### src/rtl/bin_to_bcd.sv
// Sequential 14-bit binary to 4-digit BCD converter (double-dabble, one bit per clock).
// Produces a leading-zero blanking mask and an over-range flag alongside the digits.
module bin_to_bcd #(
  parameter bit SATURATE = 1'b1
) (
  input  logic        clk,
  input  logic        reset,
  input  logic        start,
  input  logic [13:0] bin,
  output logic        busy,
  output logic        done,
  output logic [15:0] bcd,
  output logic [3:0]  blank,
  output logic        ovf
);

  typedef enum logic [1:0] {IDLE, SHIFT, DONE} state_t;

  state_t      r_state, w_next;
  logic [13:0] r_bin;
  logic [19:0] r_scr;
  logic [3:0]  r_cnt;

  logic [19:0] w_adj;
  logic [19:0] w_scr_next;
  logic [15:0] w_bcd;
  logic [3:0]  w_blank;
  logic        w_ovf;
  logic        w_last;

  assign w_last = (r_cnt == 4'd1);

  // Scratch holds five digits; the ten-thousands digit exists only to detect over-range.
  always_comb begin
    w_adj = r_scr;
    for (int unsigned i = 0; i < 5; i++) begin
      if (r_scr[4*i +: 4] >= 4'd5) w_adj[4*i +: 4] = r_scr[4*i +: 4] + 4'd3;
    end
    w_scr_next = {w_adj[18:0], r_bin[13]};
    w_ovf      = (w_scr_next[19:16] != 4'd0) | w_adj[19];
    w_bcd      = (SATURATE && w_ovf) ? 16'h9999 : w_scr_next[15:0];
    w_blank[3] = (w_bcd[15:12] == 4'd0);
    w_blank[2] = w_blank[3] && (w_bcd[11:8] == 4'd0);
    w_blank[1] = w_blank[2] && (w_bcd[7:4] == 4'd0);
    w_blank[0] = 1'b0;
  end

  always_ff @(posedge clk) begin
    if (reset) r_state <= IDLE;
    else       r_state <= w_next;
  end

  always_comb begin
    w_next = r_state;
    case (r_state)
      IDLE:    if (start) w_next = SHIFT;
      SHIFT:   if (w_last) w_next = DONE;
      DONE:    w_next = IDLE;
      default: w_next = IDLE;
    endcase
  end

  assign busy = (r_state != IDLE);
  assign done = (r_state == DONE);

  always_ff @(posedge clk) begin
    if (reset) begin
      r_bin <= '0;
      r_scr <= '0;
      r_cnt <= '0;
      bcd   <= '0;
      blank <= 4'b1110;
      ovf   <= 1'b0;
    end else begin
      case (r_state)
        IDLE: begin
          if (start) begin
            r_bin <= bin;
            r_scr <= '0;
            r_cnt <= 4'd14;
          end
        end
        SHIFT: begin
          r_scr <= w_scr_next;
          r_bin <= {r_bin[12:0], 1'b0};
          r_cnt <= r_cnt - 4'd1;
          if (w_last) begin
            bcd   <= w_bcd;
            blank <= w_blank;
            ovf   <= w_ovf;
          end
        end
        default: ;
      endcase
    end
  end

endmodule

### config.mk
export PLATFORM = sky130hd
export DESIGN_NAME = bin_to_bcd
export DESIGN_NICKNAME = d
export VERILOG_FILES = /design/src/rtl/bin_to_bcd.sv
export SDC_FILE = /design/constraint.sdc
export NUM_CORES = 1
export LEC_CHECK = 0
export ABC_AREA = 1
export BUFFER_PORTS_ARGS = -buffer_cell sky130_fd_sc_hd__buf_4
export CORE_ASPECT_RATIO = 1.4
export CORE_MARGIN = 2
export CORE_UTILIZATION = 35
export DETAILED_ROUTE_END_ITERATION = 16
export PLACE_DENSITY = 0.59
export SETUP_SLACK_MARGIN = 0.3
export SLEW_MARGIN = 10
export SYNTH_ARGS = -nofsm -noshare
export SYNTH_HDL_FRONTEND = slang
export SYNTH_SLANG_ARGS = --single-unit
### constraint.sdc
create_clock -name clk -period 2.1 [get_ports clk]
set_clock_uncertainty 0.05 [all_clocks]
set_input_delay 0.42 -clock clk [delete_from_list [all_inputs] [get_ports clk]]
set_output_delay 0.42 -clock clk [all_outputs]
set_load 0.02 [all_outputs]
After elaboration in Yosys (flattened, before gate mapping). Index checks and enable logic that the tools add are counted.

Bits in registers: 60. Output and inout port bits: 23. Input bits: 17. Word-level logic and storage cells: 51.

$add $sub $neg: 6. Bitwise gates (word level): 1. Eq/ne operators: 5. Muxes and demuxes: 15. Order comparisons: 5. Reduce and logical (&&, ||, !) cells: 12.

Operators by type and width (number): 20-bit one-hot mux with 2 select lines (1); 14-bit one-hot mux with 2 select lines (1); 4-bit 2-to-1 mux (6); 4-bit by 2-bit adder with 4-bit output (second input constant) (5); 4-bit by 3-bit greater-or-equal comparator with 1-bit output (second input constant) (5); 20-bit 2-to-1 mux (1); 16-bit 2-to-1 mux (1); 14-bit 2-to-1 mux (1); 4-bit logical NOT (3); 4-bit one-hot mux with 2 select lines (1); 2-bit AND reduction (3); 4-bit by 1-bit equality test with 1-bit output (second input constant) (1); 2-bit 2-to-1 mux (2); 2-bit != test (second input constant) (2); 2-bit one-hot mux with 2 select lines (1); 2-bit nonzero test (2); 4-bit nonzero test (1); 4-bit by 1-bit subtractor with 4-bit output (second input constant) (1); 2-bit by 1-bit equality test with 1-bit output (second input constant) (1); 2-bit equality test (second input constant) (1); 1-bit logical AND (2); 2-bit logical NOT (1); 1-bit OR (1).

Depth between registers and ports, before layout. Gate-level depths: netlist (run 1).

Depth in word-level cells: 8. Depth in mapped cells: 13. Mapped depth without buffers: 13.

Worst setup path after synthesis (run 1). No wires, ideal clock.

Path kind: register -> register. From: register r_scr[16]. To: register bcd[3]. Period minus slack after synthesis: 1.610 ns. Buffers on the path: 0. Stages on the path, launching flop included: 13. Required time: 1.937 ns. Arrival: 1.447 ns. Path slack: 0.490 ns. Library setup time: 0.113 ns. Cells stage by stage: dfxtp_1 > inv_1 > ha_1 > inv_1 > nand2_2 > nand2_1 > nand3_1 > nor2_4 > nand2_2 > nor2_4 > inv_2 > o21ai_1 > inv_1.

Longest elaborated chain between the ends: 5. Elaborated cells between the ends (all ways): 6. Classes of those cells: 1 x add/sub; 1 x order compare; 2 x mux; 1 x bitwise; 1 x reduce/logical.

Ends and longest elaborated chain: start: declaration (line 21) `logic [19:0] r_scr;`; start signal: assignment (line 84) `r_scr <= w_scr_next;`; 4-bit by 2-bit adder with 4-bit output or 4-bit by 3-bit greater-or-equal comparator with 1-bit output (tied branches) (line 37) `if (r_scr[4*i +: 4] >= 4'd5) w_adj[4*i +: 4] = r_scr[4*i +: 4] + 4'd3;`; 4-bit 2-to-1 mux * (line 37); 4-bit nonzero test (line 40) `w_ovf = (w_scr_next[19:16] != 4'd0) | w_adj[19];`; 1-bit OR * (line 40); 16-bit 2-to-1 mux * (line 41) `w_bcd = (SATURATE && w_ovf) ? 16'h9999 : w_scr_next[15:0];`; end signal: assignment (line 88) `bcd <= w_bcd;`; end: declaration (line 12) `output logic [15:0] bcd,`.

Every way passes the cells marked *; elsewhere a longest branch is shown, timed or not. A chain may end at the register's enable or synchronous reset.

Final worst setup path (run 1).
From: register r_scr[12]. To: register bcd[0].

Longest elaborated chain between the ends: 5. Elaborated cells between the ends (all ways): 6. Classes of those cells: 1 x add/sub; 1 x order compare; 2 x mux; 1 x bitwise; 1 x reduce/logical.

Ends and longest elaborated chain (line): 4-bit by 2-bit adder with 4-bit output or 4-bit by 3-bit greater-or-equal comparator with 1-bit output (tied branches) (37); 4-bit 2-to-1 mux * (37); 4-bit nonzero test * (40); 1-bit OR * (40); 16-bit 2-to-1 mux * (41).

Marked as above.

==> metrics.csv, run 1 <==
metric,value,unit
status,completed,
leakage,1.70,nW
cts_sinks,60,
critPathRequiredTime,2.26,ns
clk_latency,0.32,ns
crit_type,flip-flop to flip-flop,
min_path_type,primary input to flip-flop,
yosysWarnings,0,
port_buffers,38,
firstDrtPassIters,4,
syn_nets,409,
cts_tree,yes,
pwr_density_cell,809,nW/um^2
postCtsHoldBufs,0,
fillers,807,
grt_setup_unrepaired,yes,
drt_iter0_drc,168,
setup_tns,0,ns
synthCells,380,
cap_violations,0,
grt_max_degree,24,
finalCritPeriodShare,0.825,
worstPathArrival,1.90,ns
via_per_inst,4.84,
coreArea,8050,sq um
critPathLaunchType,flip-flop,
ys_seq_area_frac,0.419,
finalWirelength,7030,um
routabilityCongestion,0.798,
async_flop_share,0,
fmax,577,MHz
syn_to_final_growth,28.6,%
die_h,111,um
drc_errors,0,
timing.final.crit_period,1.73,ns
n_antenna_cell,0,
via_count,2594,
power,2.98,mW
ant_nets,0,
track_usage,0.163,
syn-cell-area,2870,sq um
grt_pass1_vias,2442,
cts.path.max_buffers,2,
overflow,0,
place.detailed.hpwl,4990,um
cts_buffers,9,
grt_pass1_wl,11200,um
area.sequential,1210,sq um
nets,459,
drv_slew,0,
setup_violations,0,
wire_per_inst,13.1,um
crit_fanout,4,
antenna_found_initial,0,
end_kind,flip-flop,
synth_edf_count,0,
layout-drive-gt1-share,0.272,
initial_core_util,0.356,
ys_ff_latch,60,
io_pins,40,
cts-root-buf,clkbuf_16,
ys_types,33,
die_width,80.5,um
synth_flop_cell,dfxtp_1,
hold_violations,0,
multi_input_area,1440,sq um
row_count,39,
synth_area_per_cell,7.54,sq um
peakVddDrop,576,uV
clkSlewWorstSetupHoldPaths,0.05,ns
dieArea,8940,sq um
htree_levels,3,
registers in the layout, indices dropped and copies added (netlist names):
| signal | flops |
|---|---|
| r_scr | 20 |
| bcd | 16 |
| r_bin | 14 |
| r_cnt | 4 |
| blank | 3 |
| r_state | 2 |
| ovf | 1 |
report_power, final:
part	total, mW	leakage [nW]	internal [mW]	switching, mW
sequential	1.23	0.490	1.20	0.0330
clock	1.41	0.140	0.941	0.474
combinational	0.337	1.07	0.125	0.212
cell type report:
class | count | area share
inverter | 54 | 0.0567
tap | 102 | 0.0346
multi-input combinational | 249 | 0.390
clock inverter | 2 | 0.00950
timing repair buffer | 56 | 0.114
clock buffer | 13 | 0.0679
sequential | 60 | 0.328
cells by family (layout without fill, tap and decap cells):
family                     Yosys count  count (layout)  share of synthesized area
adders and majority gates           12              12                     0.0524
and+or+nand+nor                    149             149                      0.237
buffers and inverters               71             125                      0.106
other                                1               1                    0.00131
xor gates and xnor gates             5               5                     0.0153
DFF                                 60              60                      0.419
AOI/OAI and AO/OA                   82              82                      0.169
per-layer routing:
metal / vias to the layer above / part of all wire / GRT usage
met5: - / 0 / 0
met4: 0 / 0.025 / 0.0723
met3: 13 / 0.049 / 0.0529
met2: 57 / 0.49 / 0.267
met1: 1175 / 0.44 / 0.192
li1: 1349 / - / -
critical path, cell delays in order, from the launching register on:
cell	delay [ns]
dfxtp_2	0.33
inv_2	0.09
ha_4	0.14
inv_1	0.05
nand2_2	0.08
nand2_1	0.07
nand3_1	0.08
nand2_2	0.10
nor2_4	0.16
nand2_2	0.10
nor2_4	0.16
nand2_1	0.07
o211ai_1	0.09
inv_1	0.05
cell usage after synthesis (2+ instances only):
cell type  number  area [sq um]
buf_2           5          25.0
nor2_1         31           116
xor2_1          5          43.8
a31oi_1         8          50.1
a22oi_1         5          37.5
buf_4           2          15.0
nor2_2          2          12.5
ha_1           12           150
nor3_1          5          25.0
a21oi_1        14          70.1
inv_1          47           176
nand3_1        20           100
buf_6           3          33.8
nand2_2         6          37.5
nand2_1        71           267
o21ai_1         9          45.0
a211oi_2        2          25.0
nand4_1         8          50.1
nor2_4          3          33.8
o211ai_1        6          45.0
o21ai_0        25           125
inv_2           6          22.5
o22ai_1        11          68.8
dfxtp_1        60          1200
clkbuf_1        6          22.5
timing repair:
| action | CTS | global route |
|---|---|---|
| setup buffers | 1 | 9 |
| pin swaps | 1 | 13 |
| endpoints found under the setup margin | 9 | 20 |
| gates resized for setup | 0 | 35 |
per-stage QoR:
stage	instances	setup WS (ns)	hold slack, ns	utilization	area (sq um)
global placement	511	0.308	0.402	0.402	3240
CTS	527	0.321	0.299	0.439	3530
detailed placement	511	0.278	0.411	0.402	3240
global route	536	0.222	0.308	0.458	3690
finish	536	0.367	0.311	0.458	3690
floorplan	380	0.490	0.390	-	2870
layout by cell type, fill, tap and decap left out, drive strengths merged:
master  Yosys  final
a22oi       5      5
or2         1      1
a21oi      14     14
nor2       37     37
buf        11     56
a211oi      2      2
inv        54     53
clkinv      0      2
ha         12     12
nand3      21     21
dfxtp      60     60
a221oi      1      1
o21ai      34     34
xor2        5      5
nand2      77     77
o22ai      11     11
nand4       8      8
clkbuf      6     13
nor3        5      5
o211ai      6      6
o32ai       1      1
conb        1      1
bufinv      0      1
a31oi       8      8
worst paths after layout:
kind	from	to	slack, ns	depth (start not counted)
setup reg to reg	r_scr[12]	bcd[0]	0.37	13
hold reg to reg	r_bin[0]	r_bin[0]	0.42	2
setup / recovery	r_scr[12]	bcd[0]	0.37	13
hold / removal	bin[11]	r_bin[11]	0.31	3
No activity file was read; power rests on OpenSTA's default activity.
==> run 2, diff against run 1 <==
PLACE_DENSITY = 0.61   (was 0.59)
clock period = 1.43 ns   (was 2.1 ns; I/O delays follow)
==> run 2 against run 1 <==
Effect of this change: the run now ends with setup timing left; wire length up 23%; sequential share of layout area down 7.3 points; first-iteration DRC count down 25%; combinational power rose to 2.7 times the previous value; core utilization up 15 points; die area unchanged; register-to-register slack worse by 0.59 ns; via count up 14%; largest cell class unchanged; largest power group unchanged.
==> metrics.csv, run 2 (synthesis gave the netlist of run 1 again) <==
metric,value,unit
grt_setup_unrepaired,yes,
clk_latency,0.32,ns
largest_reg_flops,20,
status,"complete, but fails checks",
drc_errors,0,
track_usage,0.204,
clkSlewWorstSetupHoldPaths,0.05,ns
grt_pass1_wl,14200,um
critPathLaunchType,flip-flop,
cap_violations,0,
finish.utilization,0.608,
crit_fanout,5,
place.detailed.hpwl,5500,um
setup_violations,22,
cts_sinks,60,
grt_pass1_vias,3004,
cts_buffers,9,
r2r_setup_slack,-0.22,ns
postCtsHoldBufs,0,
timing.final.crit_period,1.65,ns
layout_common_cells,"buf_4, nand2_1, buf_6",
final_common_cell,buf_4,
die_h,111,um
die_width,80.5,um
drv_slew,0,
placed_area,3780,sq um
fmax,605,MHz
stdcell_count,607,
crit_type,flip-flop to flip-flop,
top_regs,"r_scr: 20 flops, bcd: 16 flops, r_bin: 14 flops",
via_per_inst,4.87,
dieArea,8940,sq um
io_pins,40,
via_count,2955,
regMostFlops,r_scr,
setup_slack,-0.224,ns
finalCritPeriodShare,1.16,
wire_per_inst,14.3,um
routabilityCongestion,0.892,
final_area,4890,sq um
violations,setup timing,
pwr_density_cell,981,nW/um^2
n_antenna_cell,0,
critPathRequiredTime,1.59,ns
htree_levels,3,
end_kind,flip-flop,
initial_core_util,0.356,
grt_max_degree,21,
port_buffers,38,
drt_iter0_drc,126,
antenna_found_initial,0,
leakage,2.16,nW
cts.path.max_buffers,2,
worstPathArrival,1.82,ns
peakVddDrop,793,uV
firstDrtPassIters,4,
min_path_type,primary input to flip-flop,
nets,529,
r2r_start,r_scr[16],
crit_start,r_scr[16],
power,4.80,mW
crit_end,bcd[15],
syn_to_final_growth,70.7,%
row_count,39,
finalWirelength,8660,um
ant_nets,0,
layout-drive-gt1-share,0.602,
crit-reg2reg-capture,bcd[15],
cts-root-buf,clkbuf_16,
setup_tns,-3.65,ns
cts_tree,yes,
overflow,0,
dp.cells,560,
hold_violations,0,
coreArea,8050,sq um
worstRegToRegCells,12,
run 2: changes by cell type in the layout (fill, tap and decap cells not counted), moves of 8 or more:
cell and delta:
buf_4 +28, buf_6 +35, dfxtp_1 -26, dfxtp_2 +23
inv_1 -11, nand2_1 -20, nand2_2 +18, o21ai_0 -13
o21ai_2 +13, o22ai_1 -9, o22ai_2 +8
run 2: worst min path at each step:
stage / start / endpoint / slack [ns] / depth (start not counted)
detailed placement: r_bin[1] / r_bin[1] / 0.40 / 2
CTS: bin[0] / r_bin[0] / 0.17 / 3
global route: bin[11] / r_bin[11] / 0.18 / 3
finish: bin[11] / r_bin[11] / 0.18 / 3
global placement: r_bin[0] / r_bin[0] / 0.40 / 2
floorplan: bin[0] / r_bin[0] / 0.39 / 2
run 2: power by group:
group	internal, mW	total (mW)	switching (mW)
clock	1.31	2.07	0.755
sequential	1.76	1.81	0.0566
combinational	0.448	0.919	0.471
total	3.52	4.80	1.28
run 2: worst max-delay path, cell delays in order, from the launching register on:
cell and delay [ns]:
dfxtp_2 0.33, inv_2 0.07, ha_4 0.13, inv_2 0.05, nand2_4 0.08, nand3_2 0.10
nand2_2 0.08, nand2_2 0.06, nor2_4 0.15, nand4_1 0.14, buf_4 0.18, o211ai_1 0.07
inv_1 0.05
run 2: layout make-up:
class                      instances  area [sq um]
tap                              102           128
clock buffer                      13           270
inverter                          54           223
clock inverter                     3          20.0
multi-input combinational        249          1860
timing repair buffer             126          1150
sequential                        60          1250
fill                             664          3160
run 2: what timing repair did:
item                       in CTS  in global routing
pin swaps                      39                 16
resized for setup             124                 37
hold endpoints to repair        0                  0
setup endpoints to repair      80                 76
cloned                          3                  1
buffers inserted               22                  5
run 2: layer usage:
layer	vias to the layer above	wire length (um)	global-route usage
met3	24	284	0.0334
li1	1492	-	-
met4	0	273	0.0972
met1	1382	3470	0.239
met2	57	4630	0.354
met5	-	0	0
run 2: through the flow:
| stage | setup slack, ns | hold WS, ns |
|---|---|---|
| 6_report | -0.224 | 0.178 |
| 5_1_grt | -0.369 | 0.182 |
| 4_1_cts | -0.206 | 0.170 |
| 3_5_place_dp | -0.229 | 0.403 |
| 3_3_place_gp | -0.172 | 0.399 |
| 2_1_floorplan | -0.131 | 0.385 |
